==> src/rtl/ultra_echo_timer_pkg.sv <==
// rtl/ultra_echo_timer_pkg.sv - shared state encoding, count width and sensor timing defaults
package ultra_echo_timer_pkg;

  localparam int COUNT_W = 8;
  localparam logic [COUNT_W-1:0] COUNT_MAX = '1;

  localparam int DEF_TRIG_CYCLES = 10;
  localparam int DEF_TICK_DIV    = 58;
  localparam int DEF_WAIT_MAX    = 30000;
  localparam int DEF_ECHO_MAX    = 60000;
  localparam int DEF_GAP_CYCLES  = 60000;
  localparam int DEF_CALC_HOLD   = 3;

  typedef enum logic [2:0] {
    ST_IDLE,
    ST_TRIG,
    ST_WAIT_RISE,
    ST_MEASURE,
    ST_REPORT,
    ST_GAP
  } state_t;

  function automatic int imax(int a, int b);
    return (a > b) ? a : b;
  endfunction

endpackage

==> src/rtl/ultra_echo_timer_if.sv <==
// rtl/ultra_echo_timer_if.sv - sensor pins and divider hookup of the echo timer
interface ultra_echo_timer_if;
  import ultra_echo_timer_pkg::*;

  logic               start;
  logic               echo;
  logic               trigger;
  logic [COUNT_W-1:0] count;
  logic               calculate;
  logic               busy;
  logic               timeout;

  modport master (output start, echo, input trigger, count, calculate, busy, timeout);
  modport slave  (input start, echo, output trigger, count, calculate, busy, timeout);

endinterface

==> src/rtl/ultra_sync2.sv <==
// rtl/ultra_sync2.sv - generic two-flop synchronizer
module ultra_sync2 #(
  parameter int W = 1
) (
  input  logic         CLKOUTD,
  input  logic         reset,
  input  logic [W-1:0] d,
  output logic [W-1:0] q
);

  logic [W-1:0] meta;

  always_ff @(posedge CLKOUTD) begin
    if (reset) begin
      meta <= '0;
      q    <= '0;
    end else begin
      meta <= d;
      q    <= meta;
    end
  end

endmodule

==> src/rtl/ultra_echo_timer.sv <==
// rtl/ultra_echo_timer.sv - fires the sensor trigger, times the echo in prescaled ticks
// and hands a saturating 8-bit round-trip count plus calculate strobe to the divider.
module ultra_echo_timer
  import ultra_echo_timer_pkg::*;
#(
  parameter int TRIG_CYCLES = DEF_TRIG_CYCLES,
  parameter int TICK_DIV    = DEF_TICK_DIV,
  parameter int WAIT_MAX    = DEF_WAIT_MAX,
  parameter int ECHO_MAX    = DEF_ECHO_MAX,
  parameter int GAP_CYCLES  = DEF_GAP_CYCLES,
  parameter int CALC_HOLD   = DEF_CALC_HOLD
) (
  input logic               CLKOUTD,
  input logic               reset,
  ultra_echo_timer_if.slave bus
);

  localparam int CYC_MAX = imax(imax(imax(TRIG_CYCLES, WAIT_MAX), imax(ECHO_MAX, GAP_CYCLES)),
                                CALC_HOLD);
  localparam int CW = $clog2(CYC_MAX + 1);
  localparam int PW = (TICK_DIV > 1) ? $clog2(TICK_DIV) : 1;

  localparam logic [CW-1:0] TRIG_LAST = CW'(TRIG_CYCLES - 1);
  localparam logic [CW-1:0] WAIT_LAST = CW'(WAIT_MAX - 1);
  localparam logic [CW-1:0] ECHO_LAST = CW'(ECHO_MAX - 1);
  localparam logic [CW-1:0] GAP_LAST  = CW'(GAP_CYCLES - 1);
  localparam logic [CW-1:0] CALC_LAST = CW'(CALC_HOLD - 1);
  localparam logic [PW-1:0] PRE_LAST  = PW'(TICK_DIV - 1);

  state_t             st, st_n;
  logic [CW-1:0]      cyc, cyc_n;
  logic [PW-1:0]      pre, pre_n;
  logic [COUNT_W-1:0] tick, tick_n, tick_adv;
  logic [COUNT_W-1:0] count_q, count_n;
  logic               tmo, tmo_n;
  logic               wrap;
  logic               echo_s;
  logic               trig_q, calc_q, busy_q;

  ultra_sync2 #(.W(1)) u_echo_sync (
    .CLKOUTD (CLKOUTD),
    .reset   (reset),
    .d       (bus.echo),
    .q       (echo_s)
  );

  always_ff @(posedge CLKOUTD) begin
    if (reset) begin
      st      <= ST_IDLE;
      cyc     <= '0;
      pre     <= '0;
      tick    <= '0;
      count_q <= '0;
      tmo     <= 1'b0;
      trig_q  <= 1'b0;
      calc_q  <= 1'b0;
      busy_q  <= 1'b0;
    end else begin
      st      <= st_n;
      cyc     <= cyc_n;
      pre     <= pre_n;
      tick    <= tick_n;
      count_q <= count_n;
      tmo     <= tmo_n;
      trig_q  <= (st_n == ST_TRIG);
      calc_q  <= (st_n == ST_REPORT);
      busy_q  <= (st_n != ST_IDLE);
    end
  end

  // The cycle that ends MEASURE still counts as an echo sample, so the report
  // takes the advanced tick value: E synced high cycles give floor(E/TICK_DIV).
  always_comb begin
    st_n     = st;
    cyc_n    = cyc + 1'b1;
    pre_n    = pre;
    tick_n   = tick;
    count_n  = count_q;
    tmo_n    = tmo;
    wrap     = (pre == PRE_LAST);
    tick_adv = (wrap && tick != COUNT_MAX) ? tick + 1'b1 : tick;
    case (st)
      ST_IDLE: begin
        cyc_n = '0;
        if (bus.start) begin
          st_n  = ST_TRIG;
          tmo_n = 1'b0;
        end
      end
      ST_TRIG: begin
        if (cyc == TRIG_LAST) begin
          st_n  = ST_WAIT_RISE;
          cyc_n = '0;
        end
      end
      ST_WAIT_RISE: begin
        if (echo_s) begin
          st_n   = ST_MEASURE;
          cyc_n  = '0;
          pre_n  = '0;
          tick_n = '0;
        end else if (cyc == WAIT_LAST) begin
          st_n  = ST_GAP;
          cyc_n = '0;
          tmo_n = 1'b1;
        end
      end
      ST_MEASURE: begin
        pre_n  = wrap ? '0 : pre + 1'b1;
        tick_n = tick_adv;
        if (!echo_s || cyc == ECHO_LAST) begin
          st_n    = ST_REPORT;
          cyc_n   = '0;
          count_n = tick_adv;
          if (echo_s) tmo_n = 1'b1;
        end
      end
      ST_REPORT: begin
        if (cyc == CALC_LAST) begin
          st_n  = ST_GAP;
          cyc_n = '0;
        end
      end
      ST_GAP: begin
        if (cyc == GAP_LAST) begin
          st_n  = ST_IDLE;
          cyc_n = '0;
        end
      end
      default: begin
        st_n  = ST_IDLE;
        cyc_n = '0;
      end
    endcase
  end

  assign bus.trigger   = trig_q;
  assign bus.calculate = calc_q;
  assign bus.busy      = busy_q;
  assign bus.count     = count_q;
  assign bus.timeout   = tmo;

endmodule
==> src/flat_wrapper.sv <==
// flat-port wrapper written by rule: the top's interface ports become plain ports
module ultra_echo_timer_flat import ultra_echo_timer_pkg::*;
#(
  parameter int TRIG_CYCLES = DEF_TRIG_CYCLES,
  parameter int TICK_DIV    = DEF_TICK_DIV,
  parameter int WAIT_MAX    = DEF_WAIT_MAX,
  parameter int ECHO_MAX    = DEF_ECHO_MAX,
  parameter int GAP_CYCLES  = DEF_GAP_CYCLES,
  parameter int CALC_HOLD   = DEF_CALC_HOLD
)
  (CLKOUTD, reset, bus_start, bus_echo, bus_trigger, bus_count, bus_calculate, bus_busy, bus_timeout);
  ultra_echo_timer_if bus_i ();
  input logic CLKOUTD;
  input logic reset;
  input wire logic [$bits(bus_i.start)-1:0] bus_start;
  input wire logic [$bits(bus_i.echo)-1:0] bus_echo;
  output wire logic [$bits(bus_i.trigger)-1:0] bus_trigger;
  output wire logic [$bits(bus_i.count)-1:0] bus_count;
  output wire logic [$bits(bus_i.calculate)-1:0] bus_calculate;
  output wire logic [$bits(bus_i.busy)-1:0] bus_busy;
  output wire logic [$bits(bus_i.timeout)-1:0] bus_timeout;
  assign bus_i.start = bus_start;
  assign bus_i.echo = bus_echo;
  assign bus_trigger = bus_i.trigger;
  assign bus_count = bus_i.count;
  assign bus_calculate = bus_i.calculate;
  assign bus_busy = bus_i.busy;
  assign bus_timeout = bus_i.timeout;
  ultra_echo_timer #(.TRIG_CYCLES(TRIG_CYCLES), .TICK_DIV(TICK_DIV), .WAIT_MAX(WAIT_MAX), .ECHO_MAX(ECHO_MAX), .GAP_CYCLES(GAP_CYCLES), .CALC_HOLD(CALC_HOLD)) u_core (.CLKOUTD(CLKOUTD), .reset(reset), .bus(bus_i));
endmodule
==> config.mk <==
export PLATFORM = sky130hd
export DESIGN_NAME = ultra_echo_timer_flat
export DESIGN_NICKNAME = d
export VERILOG_FILES = /design/src/rtl/ultra_echo_timer_pkg.sv /design/src/rtl/ultra_echo_timer_if.sv /design/src/rtl/ultra_sync2.sv /design/src/rtl/ultra_echo_timer.sv /design/src/flat_wrapper.sv
export SDC_FILE = /design/constraint.sdc
export NUM_CORES = 1
export LEC_CHECK = 0
export BUFFER_PORTS_ARGS = -buffer_cell sky130_fd_sc_hd__buf_2
export CORE_ASPECT_RATIO = 1.75
export CORE_MARGIN = 3
export CORE_UTILIZATION = 30
export CTS_CLUSTER_SIZE = 12
export DETAILED_ROUTE_END_ITERATION = 10
export GPL_ROUTABILITY_DRIVEN = 0
export PLACE_DENSITY_LB_ADDON = 0.12
export SYNTH_ARGS = -nofsm -noshare
export SYNTH_HDL_FRONTEND = slang
export SYNTH_HIERARCHICAL = 1
export SYNTH_SLANG_ARGS = --single-unit
==> constraint.sdc <==
create_clock -name CLKOUTD -period 3.5 [get_ports CLKOUTD]
set_clock_uncertainty 0.1 [all_clocks]
set_input_delay 0.35 -clock CLKOUTD [delete_from_list [all_inputs] [get_ports CLKOUTD]]
set_output_delay 0.35 -clock CLKOUTD [all_outputs]
set_load 0.01 [all_outputs]
# --- After elaboration in Yosys (flattened, before gate mapping) ---
# Index checks and enable logic that the tools add are counted.
totals:
  reg_bits: 47
  in_bits: 4
  output_inout_bits: 12
  elab_cells: 70
op_classes:
  n_addsub: 3
  n_eq_ne: 19
  mux: 27
  n_reduce_logical: 10
ops:
  columns: ["op", "count"]
  rows:
  - ["2-to-1 mux 16 bit", 6]
  - ["one-hot mux 16 bit (5 select lines)", 1]
  - ["2-to-1 mux 3 bit", 7]
  - ["one-hot mux 3 bit (6 select lines)", 1]
  - ["adder 16 x 1 -> 16 bit (second input constant)", 1]
  - ["== test 16 x 15 -> 1 bit (second input constant)", 1]
  - ["== test 16 bit (second input constant)", 1]
  - ["== test 16 x 2 -> 1 bit (second input constant)", 1]
  - ["== test 16 x 4 -> 1 bit (second input constant)", 1]
  - ["2-to-1 mux 8 bit", 2]
  - ["one-hot mux 8 bit (2 select lines)", 1]
  - ["2-to-1 mux 6 bit", 2]
  - ["one-hot mux 6 bit (2 select lines)", 1]
  - ["== test 3 bit (second input constant)", 3]
  - ["adder 8 x 1 -> 8 bit (second input constant)", 1]
  - ["!= test 2 bit (second input constant)", 4]
  - ["!= test 8 bit (second input constant)", 1]
  - ["adder 6 x 1 -> 6 bit (second input constant)", 1]
  - ["== test 3 x 1 -> 1 bit (second input constant)", 2]
  - ["== test 3 x 2 -> 1 bit (second input constant)", 2]
  - ["== test 6 bit (second input constant)", 1]
  - ["AND reduction 6 bit", 1]
  - ["nonzero test 3 bit", 2]
  - ["2-to-1 mux 1 bit", 5]
  - ["8 further kinds", 10]

# --- Depth between registers and ports, before layout ---
# Gate-level depths: netlist (run 1).
logic_depth:
  ltp_word: 5
  ltp_mapped: 8
  ltp_nobuf: 7

# --- Modules after synthesis ---
# The synthesis (run 1) kept the hierarchy.
modules_own_cells:
  columns: ["module", "instances", "cells_per_inst", "area_per_inst_um2", "seq_area_each_um2"]
  rows:
  - ["ultra_echo_timer", 1, 299, 2491.1, 900.9]
  - ["ultra_sync2", 1, 4, 52.6, 40.0]

# --- Worst setup path after synthesis (run 1) ---
# No wires, ideal clock.
synth_path:
  kind: "reg2reg"
  startpoint: "reg u_core.cyc[0]"
  endpoint: "reg u_core.cyc[14]"
  setup_time_ps: 134
  arrival_ps: 1767
  required_ps: 3266
  setup_slack_ps: 1499
  path_stages_with_launch: 8
  n_path_buf: 1
  period_less_slack_ps: 2001
  cell_sequence: "dfxtp_1 ha_1 and4_1 and4_4 o21ai_0 o22ai_2 buf_6 a21oi_1"
synth_via:
  elab_chain_cells: 4
  word_cells_on_any_way: 13
  classes_between: "add/sub: 1; eq/ne: 4; mux: 7; reduce/logical: 1"
synth_lines:
  columns: ["element", "line", "text"]
  rows:
  - ["start: declaration", "ultra_echo_timer.sv:31", "logic [CW-1:0] cyc, cyc_n;"]
  - ["start signal: assignment", "ultra_echo_timer.sv:60", "cyc <= cyc_n;"]
  - ["adder 16 x 1 -> 16 bit (tied with other cells)", "ultra_echo_timer.sv:75", "cyc_n = cyc + 1'b1;"]
  - ["2-to-1 mux 16 bit or logical OR 1 bit (tied branches)", "ultra_echo_timer.sv:102, ultra_echo_timer.sv:111", null]
  - ["2-to-1 mux 16 bit (on tied branches)", "ultra_echo_timer.sv:97, ultra_echo_timer.sv:111", null]
  - ["one-hot mux 16 bit (5 select lines) (*)", "ultra_echo_timer.sv:82", "case (st)"]
# Every way passes the cells marked *; elsewhere a longest branch is shown, timed or not.
# A chain may end at the register's enable or synchronous reset.

# --- Final worst setup path (run 1) ---
layout_path:
  startpoint: "reg u_core.st[1]"
  endpoint: "reg u_core.busy_q, in the netlist u_core/bus.busy"
layout_via:
  elab_chain_cells: 4
  word_cells_on_any_way: 15
  classes_between: "eq/ne: 5; mux: 8; reduce/logical: 2"
layout_lines:
  columns: ["element", "line", "text"]
  rows:
  - ["start: declaration", "ultra_echo_timer.sv:30", "state_t st, st_n;"]
  - ["start signal: assignment", "ultra_echo_timer.sv:59", "st <= st_n;"]
  - ["2-to-1 mux 3 bit", "ultra_echo_timer.sv:102", "end else if (cyc == WAIT_LAST) begin"]
  - ["2-to-1 mux 3 bit", "ultra_echo_timer.sv:97", "if (echo_s) begin"]
  - ["one-hot mux 3 bit (6 select lines) (*)", "ultra_echo_timer.sv:82", null]
  - ["nonzero test 3 bit (*)", "ultra_echo_timer.sv:67", "busy_q <= (st_n != ST_IDLE);"]
  - ["end signal: assignment", "ultra_echo_timer.sv:67", null]
  - ["end: declaration", "ultra_echo_timer.sv:38", "logic trig_q, calc_q, busy_q;"]
# Marked as above.

==> key figures, run 1 <==
Run status
  – Outcome: finished clean

Worst hold path
  – Hold path cells: 2
  – Worst hold path class: input pin to flop

Setup path
  – Worst path slowest cell: o21a_1
  – Reg2reg path depth: 5
  – Cell family with most CP delay: compound AO/OA/AOI/OAI gates
  – CP cell instances: nor2b_1, and2_1, o21a_1, o31ai_1, o211ai_1
  – Crit path depth: 5
  – Worst EP arrival: 2.47 ns
  – Critical path fanouts, max: 17
  – CP Buf/Inv Count: 0
  – Largest stage delay, worst path: 0.60 ns
  – Crit path launch type: flop
  – Req. time, crit path: 3.61 ns
  – Critical path endpoint category: flop
  – Crit Path Category: flop to flop

CTS
  – Cts bufs inserted: 5
  – CTS tree: done
  – CTS Root Cell: clkbuf_16
  – Clk_lat worst skew: 0.29 ns
  – Post-CTS Setup Bufs: 0
  – Clock transition at path regs: 0.07 ns
  – Sink Count: 47
  – H-tree Lvls: 2
  – Post-CTS sizing: 0
  – Hold_buf cts: 0
  – Max Buffers Root-to-Sink: 2

Final layout
  – Fin nets: 326
  – Diodes inserted: 0
  – Share of layout cells above drive strength 1: 13.9%
  – Layout area overhead: 11.5%
  – Final core utilization: 35.1%

Die
  – Die Width: 75.6 µm
  – Die area: 9660 µm²
  – Initial Utilization: 31.5%
  – IO Count: 16
  – Row count: 43
  – Die extent in y: 128 µm
  – CORE AREA: 8070 µm²

Detailed routing
  – DR vias: 2,260
  – Remaining routing DRC violations: 0
  – Routed met3 length: 155 µm
  – Final ANT Viol Nets: 0
  – Wl on met1: 2.39 mm
  – Avg WL per Cell: 16.1 µm
  – 1st-pass router iterations: 4
  – WL met2: 3.89 mm
  – Initial drt markers: 98
  – Aggregate routed wire length: 6.57 mm
  – Number of vias per cell: 5.55
  – Top Metal Used: met4

GRT
  – Vias in the first global route: 2,301
  – First-pass GRT wire length: 11.3 mm
  – Initial antenna violation count: 0
  – Total GRT Usage: 15.2%
  – Grt ovf: 0
  – Largest net degree at the start of global routing: 26

STA
  – Max-slew headroom: 44.5%
  – Slew Limit Fails: 0
  – Least-Margin Pin Slew: 0.829 ns
  – RSZ-0062 raised after global routing: false
  – Setup violators final: 0
  – Fin Hold WS: 0.191 ns
  – Achievable Freq: 423 MHz
  – Final period util: 67.5%
  – Final min period: 2.36 ns
  – Setup TNS: 0 ns
  – Final Hold Fails: 0

Logic synthesis
  – #FFs+latches synth: 47
  – Register area share after synthesis: 37.0%
  – Top-count cell post-synth: dfxtp_1
  – Synth Warn #: 6
  – Syn_nets: 313
  – Synth Cell Area: 2540 µm²
  – Mapped Cells: 303
  – Post-synth ARST share: 0%
  – Count of different cell masters after synthesis: 50
  – Synth top cells by count: dfxtp_1, nand2_1, nor2_1
  – Syn_area_per_cell: 8.40 µm²
  – EDFF count, synth: 0
  – Synth area leaders: dfxtp_1, nand2_1, a21oi_1
  – Top FF cell, synth: dfxtp_1
  – Largest area contributor in the netlist: dfxtp_1
  – Post-synth top area share: 37.0%

Power and ir drop
  – Pwr per Cell Area: 370 nW/µm²
  – Final Power: 1.05 mW
  – Worst VDD drop: 174 µV
  – Leakage: 1.01 nW

Flow run
  – Max Cap Viol: 0

Placement
  – PortBufs: 15
  – DP HPWL: 4.91 mm
## placed cells by master, fill, tap and decap left out, drive strengths merged, types with 2 or more instances in the layout
cell type,instances
clkbuf,6
nor2,24
a21oi,26
xor2,11
inv,13
nor3,14
o211ai,2
o31ai,2
nand2,32
nor4,7
a211oi,7
xnor2,8
a41oi,2
and4b,2
and3,6
buf,20
ha,6
a31oi,3
o22ai,2
a2111oi,3
nand3,9
o21ai,9
dfxtp,47
and4,6
nor2b,7
nand4,11
a311oi,8
o21a,3
or3,4
and2,4
## state kept, by name, indices dropped and copies added (netlist names)
signal / count
u_core/bus.busy: 1
u_core/bus.calculate: 1
u_core/bus.count: 8
u_core/bus.timeout: 1
u_core/bus.trigger: 1
u_core/cyc: 16
u_core/pre: 6
u_core/st: 3
u_core/tick: 8
u_core/u_echo_sync/meta: 1
u_core/u_echo_sync/q: 1
## where the power goes
part | internal, mW | switching (mW) | leakage, nW
combinational | 0.0136 | 0.0261 | 0.564
sequential | 0.539 | 0.00516 | 0.380
clock | 0.264 | 0.201 | 0.0669
total | 0.817 | 0.233 | 1.01
## stage by stage
stage / instances / instance area, µm² / setup slack [ns]
global placement: 399 / 2700 / 1.22
detailed placement: 399 / 2700 / 1.14
global route: 407 / 2840 / 0.891
finish: 407 / 2840 / 1.14
CTS: 407 / 2840 / 1.13
floorplan: 303 / 2540 / 1.50
## worst register-to-register path, stage by stage, from the launching register on
cell	delay, ns
dfxtp_1	0.58
nor2b_1	0.28
and2_1	0.36
o21a_1	0.60
o31ai_1	0.23
o211ai_1	0.14
## final cells by class
| type | instances | area, µm² |
|---|---|---|
| multi-input cells | 229 | 1480 |
| clock buffers | 6 | 129 |
| flip-flops and latches | 47 | 941 |
| inverters | 13 | 48.8 |
| fillers | 878 | 5230 |
| repair buffers | 20 | 113 |
| clock inverters | 2 | 12.5 |
| well taps | 90 | 113 |
## metal layers
metal  GRT usage (%)  up-vias
li1                -     1140
met1            15.1     1082
met2            29.4       30
met3            2.59        8
met4            5.66        0
met5               0        -
## cell families after synthesis
family / after synthesis / share of synthesized area (%)
adders and majority gates: 6 / 2.95
buffers and inverters: 27 / 4.82
DFF: 47 / 37.0
muxes: 1 / 0.394
xor gates and xnor gates: 19 / 6.54
AOI/OAI and AO/OA: 71 / 20.0
and+or+nand+nor: 132 / 28.3
## worst paths after layout
| path | startpoint | endpoint | slack (ns) |
|---|---|---|---|
| min reg2reg | u_core/u_echo_sync/meta | u_core/u_echo_sync/q | 0.34 |
| min | bus_echo | u_core/u_echo_sync/meta | 0.19 |
| max reg2reg | u_core/st[1] | u_core/bus.busy | 1.14 |
| max | u_core/st[1] | u_core/bus.busy | 1.14 |
Note: power is estimated with default switching activity, not from simulation.
==> run 2, diff against run 1 <==
clock period = 2 ns   (was 3.5 ns; I/O delays follow)
==> run 2 against run 1 <==
Net effect:
- via count is 4.3% higher
- register-to-register slack worse by 1.1 ns
- maximum frequency up 20%
- die area unchanged
- clock power increased by 95%
- largest cell class unchanged
- utilization grew 3.6 points
- critical path depth is 1 higher
- sequential power grew 75%
- sequential share of layout area shrank 3.0 points
- worst setup slack lost 1.1 ns
==> key figures, run 2 (synthesis gave the netlist of run 1 again) <==
Final layout
  – Fin nets: 353
  – Share of layout cells above drive strength 1: 24.4%
  – Top reg by flops: u_core/cyc
  – Leading cell types in the layout, fill and taps excluded: dfxtp_1, nand2_1, buf_4
  – Finished Cell Area: 3130 µm²
  – Filler Cell Count: 845
  – Diodes inserted: 0
  – Max FFs per register: 16
  – Commonest non-fill, non-tap cell in the layout: dfxtp_1
  – Layout area overhead: 23.0%
  – Final Non-Filler Cells: 434

GRT
  – Vias in the first global route: 2,383
  – Grt ovf: 0
  – Total GRT Usage: 15.7%
  – Initial antenna violation count: 0
  – First-pass GRT wire length: 11.4 mm
  – Met2 Usage GRT: 32.3%
  – Met3 Use GR: 2.43%
  – Grt peak-use layer: met2
  – Largest net degree at the start of global routing: 26
  – Grt met1 use: 13.7%

STA
  – Final min period: 1.97 ns
  – Fin Hold WS: 0.0244 ns
  – Final period util: 98.4%
  – Setup TNS: 0 ns
  – Setup violators final: 0
  – Achievable Freq: 508 MHz
  – Slew Limit Fails: 0
  – Least-Margin Pin Slew: 0.568 ns
  – RSZ-0062 raised after global routing: true
  – Max-slew headroom: 62.1%
  – Final Hold Fails: 0

Flow run
  – Max Cap Viol: 0

Placement
  – PortBufs: 15
  – Placed Cells: 426
  – DP HPWL: 5.49 mm
  – Placement Cell Area: 2930 µm²

Detailed routing
  – Aggregate routed wire length: 7.12 mm
  – Initial drt markers: 100
  – DR vias: 2,357
  – Number of vias per cell: 5.43
  – Final ANT Viol Nets: 0
  – Remaining routing DRC violations: 0
  – 1st-pass router iterations: 4
  – Avg WL per Cell: 16.4 µm

Power and ir drop
  – Net Sw Frac: 22.4%
  – Final Power: 1.94 mW
  – NetSw: 436 µW
  – Leakage: 1.17 nW
  – Worst VDD drop: 349 µV
  – Clock share of power: 46.6%
  – Pwr per Cell Area: 622 nW/µm²
  – Gate power share: 4.4%
  – Flop pwr share: 48.9%
  – Pint: 1.51 mW

Die
  – Initial Utilization: 31.5%
  – CORE AREA: 8070 µm²
  – Die area: 9660 µm²
  – Die Width: 75.6 µm
  – Die extent in y: 128 µm
  – Row count: 43
  – IO Count: 16

CTS
  – Hold_buf cts: 0
  – H-tree Lvls: 2
  – CTS tree: done
  – Post-CTS Setup Bufs: 0
  – Cts bufs inserted: 5
  – Clock transition at path regs: 0.07 ns
  – CTS Root Cell: clkbuf_16
  – Clk_lat worst skew: 0.29 ns
  – Sink Count: 47
  – Max Buffers Root-to-Sink: 2

Setup path
  – Req. time, crit path: 2.10 ns
  – Crit Path Category: flop to flop
  – Critical path endpoint category: flop
  – Worst EP arrival: 2.06 ns
  – Critical path fanouts, max: 4
  – Crit path launch type: flop

Worst hold path
  – Worst hold path class: input pin to flop

Run status
  – Outcome: finished clean
[run 2: changes by cell type in the layout (fill, tap and decap cells not counted), sizes merged]
cell | previous run | this run
clkbuf | 6 | 7
buf | 20 | 47
clkinv | 1 | 0
[run 2: per-stage QoR]
stage          worst slack [ns]  util [%]
6_report                 0.0313      38.8
5_1_grt                 -0.0293      38.8
4_1_cts                 0.00644      38.4
3_5_place_dp            -0.0291      36.3
3_3_place_gp            0.00641      36.3
2_1_floorplan            0.0227         -
[run 2: critical path, stage by stage (launching register included)]
cell and delay (ns):
dfxtp_2 0.32, ha_2 0.20, and4_1 0.22, and4_4 0.19
o21a_2 0.24, or3_1 0.36, nor4_2 0.23
[run 2: cell type report]
class	count	area [µm²]	share of cell area (%)
clock buffer	7	153	4.88
tap	90	113	3.60
inverter	13	48.8	1.56
timing repair buffer	47	344	11.0
sequential	47	943	30.1
clock inverter	1	7.51	0.240
multi-input combinational	229	1520	48.6
[run 2: worst paths after layout]
check / startpoint / to / slack [ns] / depth (start not counted)
min reg2reg: u_core/u_echo_sync/meta / u_core/u_echo_sync/q / 0.35 / 1
max: u_core/cyc[0] / u_core/bus.trigger / 0.03 / 6
max reg2reg: u_core/cyc[0] / u_core/bus.trigger / 0.03 / 6
min: bus_echo / u_core/u_echo_sync/meta / 0.02 / 2
[run 2: power by group through the flow]
stage | logic, mW | registers, mW | clock network, mW
final | 0.0864 | 0.951 | 0.907
after global routing | 0.0940 | 0.952 | 0.962
after CTS | 0.0853 | 0.951 | 0.939
after detailed placement | 0.0837 | 0.973 | 0
after global placement | 0.0832 | 0.973 | 0
after floorplan | 0.0466 | 0.972 | 0
[run 2: per-layer routing]
| metal | wire [µm] | vias to the layer above |
|---|---|---|
| li1 | - | 1186 |
| met1 | 2420 | 1124 |
| met2 | 4330 | 34 |
| met3 | 166 | 13 |
| met4 | 200 | 0 |
| met5 | 0 | - |
[run 2: repair_timing]
action | CTS | global route
pin swaps | 0 | 3
gates resized for setup | 3 | 9
setup endpoints to repair | 5 | 25
==> run 3, diff against run 2 <==
CORE_UTILIZATION = 60   (was 30)
RECOVER_POWER = 25   (was unset)
clock period = 2.45 ns   (was 2 ns; I/O delays follow)
==> run 3 against run 2 <==
Net effect:
- flip-flop and latch count stayed put
- clock power is 39% lower
- first-iteration DRC count is 22% lower
- non-clock buffer count is 22 lower
- highest routed layer unchanged
- largest power group unchanged
- critical endpoint is now u_core/bus.count[4]
- global-route usage is 8.8 points higher
- sequential power is 19% lower
- hold slack better by 0.030 ns
- register-to-register slack better by 0.21 ns
- critical path depth is 1 higher
==> key figures, run 3 (synthesis gave the netlist of run 1 again) <==
STA
  – Max-slew headroom: 26.1%
  – Setup violators final: 0
  – Slew Limit Fails: 0
  – Fin Hold WS: 0.0541 ns
  – Least-Margin Pin Slew: 1.11 ns
  – Slack of the critical path: 0.240 ns
  – Achievable Freq: 453 MHz
  – Final Hold Fails: 0
  – RSZ-0062 raised after global routing: false
  – Final period util: 90.2%
  – Final min period: 2.21 ns
  – Setup TNS: 0 ns

Detailed routing
  – DR vias: 2,292
  – Final ANT Viol Nets: 0
  – 1st-pass router iterations: 4
  – Number of vias per cell: 6.21
  – Aggregate routed wire length: 5.85 mm
  – Remaining routing DRC violations: 0
  – Avg WL per Cell: 15.8 µm
  – Initial drt markers: 78

Setup path
  – Worst EP arrival: 2.31 ns
  – CP cell instances: ha_1, and4_1, and4_4, o21a_1, buf_4, nor2_1, a211oi_1
  – Crit Path Category: flop to flop
  – Cell family with most CP delay: simple AND/OR/NAND/NOR gates
  – FF-to-FF End: u_core/bus.count[4]
  – Req. time, crit path: 2.55 ns
  – Worst r2r src: u_core/cyc[0]
  – CP Buf/Inv Count: 1
  – Reg2reg path depth: 7
  – R2R Setup Slk: 0.24 ns
  – Worst path slowest cell: dfxtp_1
  – Critical path fanouts, max: 9
  – Largest stage delay, worst path: 0.45 ns
  – Critical path endpoint category: flop
  – Crit path launch type: flop

Final layout
  – Fin nets: 331
  – Final core utilization: 69.5%
  – Final Non-Filler Cells: 369
  – Layout area overhead: 8.76%
  – Diodes inserted: 0
  – Finished Cell Area: 2770 µm²
  – Commonest non-fill, non-tap cell in the layout: dfxtp_1
  – Leading cell types in the layout, fill and taps excluded: dfxtp_1, nand2_1, nor2_1
  – Top reg by flops: u_core/cyc
  – Share of layout cells above drive strength 1: 10.9%
  – Max FFs per register: 16

CTS
  – CTS Root Cell: clkbuf_8
  – Post-CTS Setup Bufs: 0
  – Post-CTS sizing: 0
  – Clk_lat worst skew: 0.30 ns
  – Hold_buf cts: 0
  – Max Buffers Root-to-Sink: 2
  – H-tree Lvls: 2
  – Sink Count: 47
  – Clock transition at path regs: 0.08 ns
  – CTS tree: done
  – Cts bufs inserted: 5

Power and ir drop
  – Final Power: 1.39 mW
  – Worst VDD drop: 548 µV
  – Pwr per Cell Area: 501 nW/µm²
  – Leakage: 0.964 nW

Worst hold path
  – Hold path cells: 2
  – Hold Crit Endpoint: u_core/u_echo_sync/meta
  – Hold path start: bus_echo
  – Worst hold path class: input pin to flop

GRT
  – Initial antenna violation count: 0
  – Met3 Use GR: 3.52%
  – First-pass GRT wire length: 10.2 mm
  – Grt ovf: 0
  – Met2 Usage GRT: 45.8%
  – Largest net degree at the start of global routing: 26
  – Vias in the first global route: 2,302
  – Total GRT Usage: 24.6%
  – Grt met1 use: 25.1%
  – Grt peak-use layer: met2

Die
  – Row count: 30
  – Die Width: 55.2 µm
  – Die area: 5090 µm²
  – IO Count: 16
  – Die extent in y: 92.1 µm
  – CORE AREA: 3980 µm²
  – Initial Utilization: 63.9%

Placement
  – DP HPWL: 4.32 mm
  – PortBufs: 15
  – Post-place setup slack: 0.274 ns
  – Placement Cell Area: 2680 µm²
  – Placed Cells: 362

Run status
  – Outcome: finished clean

Flow run
  – Max Cap Viol: 0
## run 3: cell types whose count changed in the layout (fill, tap and decap cells not counted), moves of 2 or more
cell       previous run  this run
clkbuf_16             5         0
dfxtp_2               2         0
clkbuf_8              2         5
a311oi_2              3         1
o31ai_2               2         0
a311oi_1              5         7
dfxtp_1              45        47
buf_2                15         2
clkbuf_1              0        14
o31ai_1               0         2
buf_12                2         0
buf_4                29         9
## run 3: worst register-to-register path, delay by kind of cell, from the launching register on
| kind | cells | cell delay, ns |
|---|---|---|
| fa+ha+maj | 1 | 0.25 |
| compound gates | 2 | 0.53 |
| buf+inv | 1 | 0.23 |
| simple gates | 3 | 0.55 |
| flops | 1 | 0.45 |
## run 3: how the worst max path moves through the flow
stage	from	endpoint	slack, ns	cells past startpoint
after floorplan	u_core/cyc[0]	u_core/cyc[14]	0.45	7
after global placement	u_core/cyc[0]	u_core/bus.count[3]	0.39	7
after detailed placement	u_core/cyc[0]	u_core/bus.count[4]	0.27	7
after CTS	u_core/cyc[0]	u_core/bus.count[4]	0.25	7
after global routing	u_core/cyc[0]	u_core/bus.count[5]	0.08	7
final	u_core/cyc[0]	u_core/bus.count[4]	0.24	7
## run 3: power breakdown
part / internal [mW] / total (mW) / switching (mW)
logic: 0.0188 / 0.0573 / 0.0385
clock network: 0.298 / 0.553 / 0.255
registers: 0.770 / 0.775 / 0.00514
total: 1.09 / 1.39 / 0.299
## run 3: metal layers
layer / vias to the layer above / wire (µm)
met3: 22 / 164
met5: - / 0
li1: 1142 / -
met4: 0 / 208
met1: 1071 / 2220
met2: 57 / 3260
## run 3: area by class of cell
cell class,instances,area [µm²]
clock inverter,2,37.5
inverter,13,48.8
multi-input combinational,229,1480
timing repair buffer,25,130
sequential,47,941
tap,48,60.1
clock buffer,5,68.8
fill,354,1210
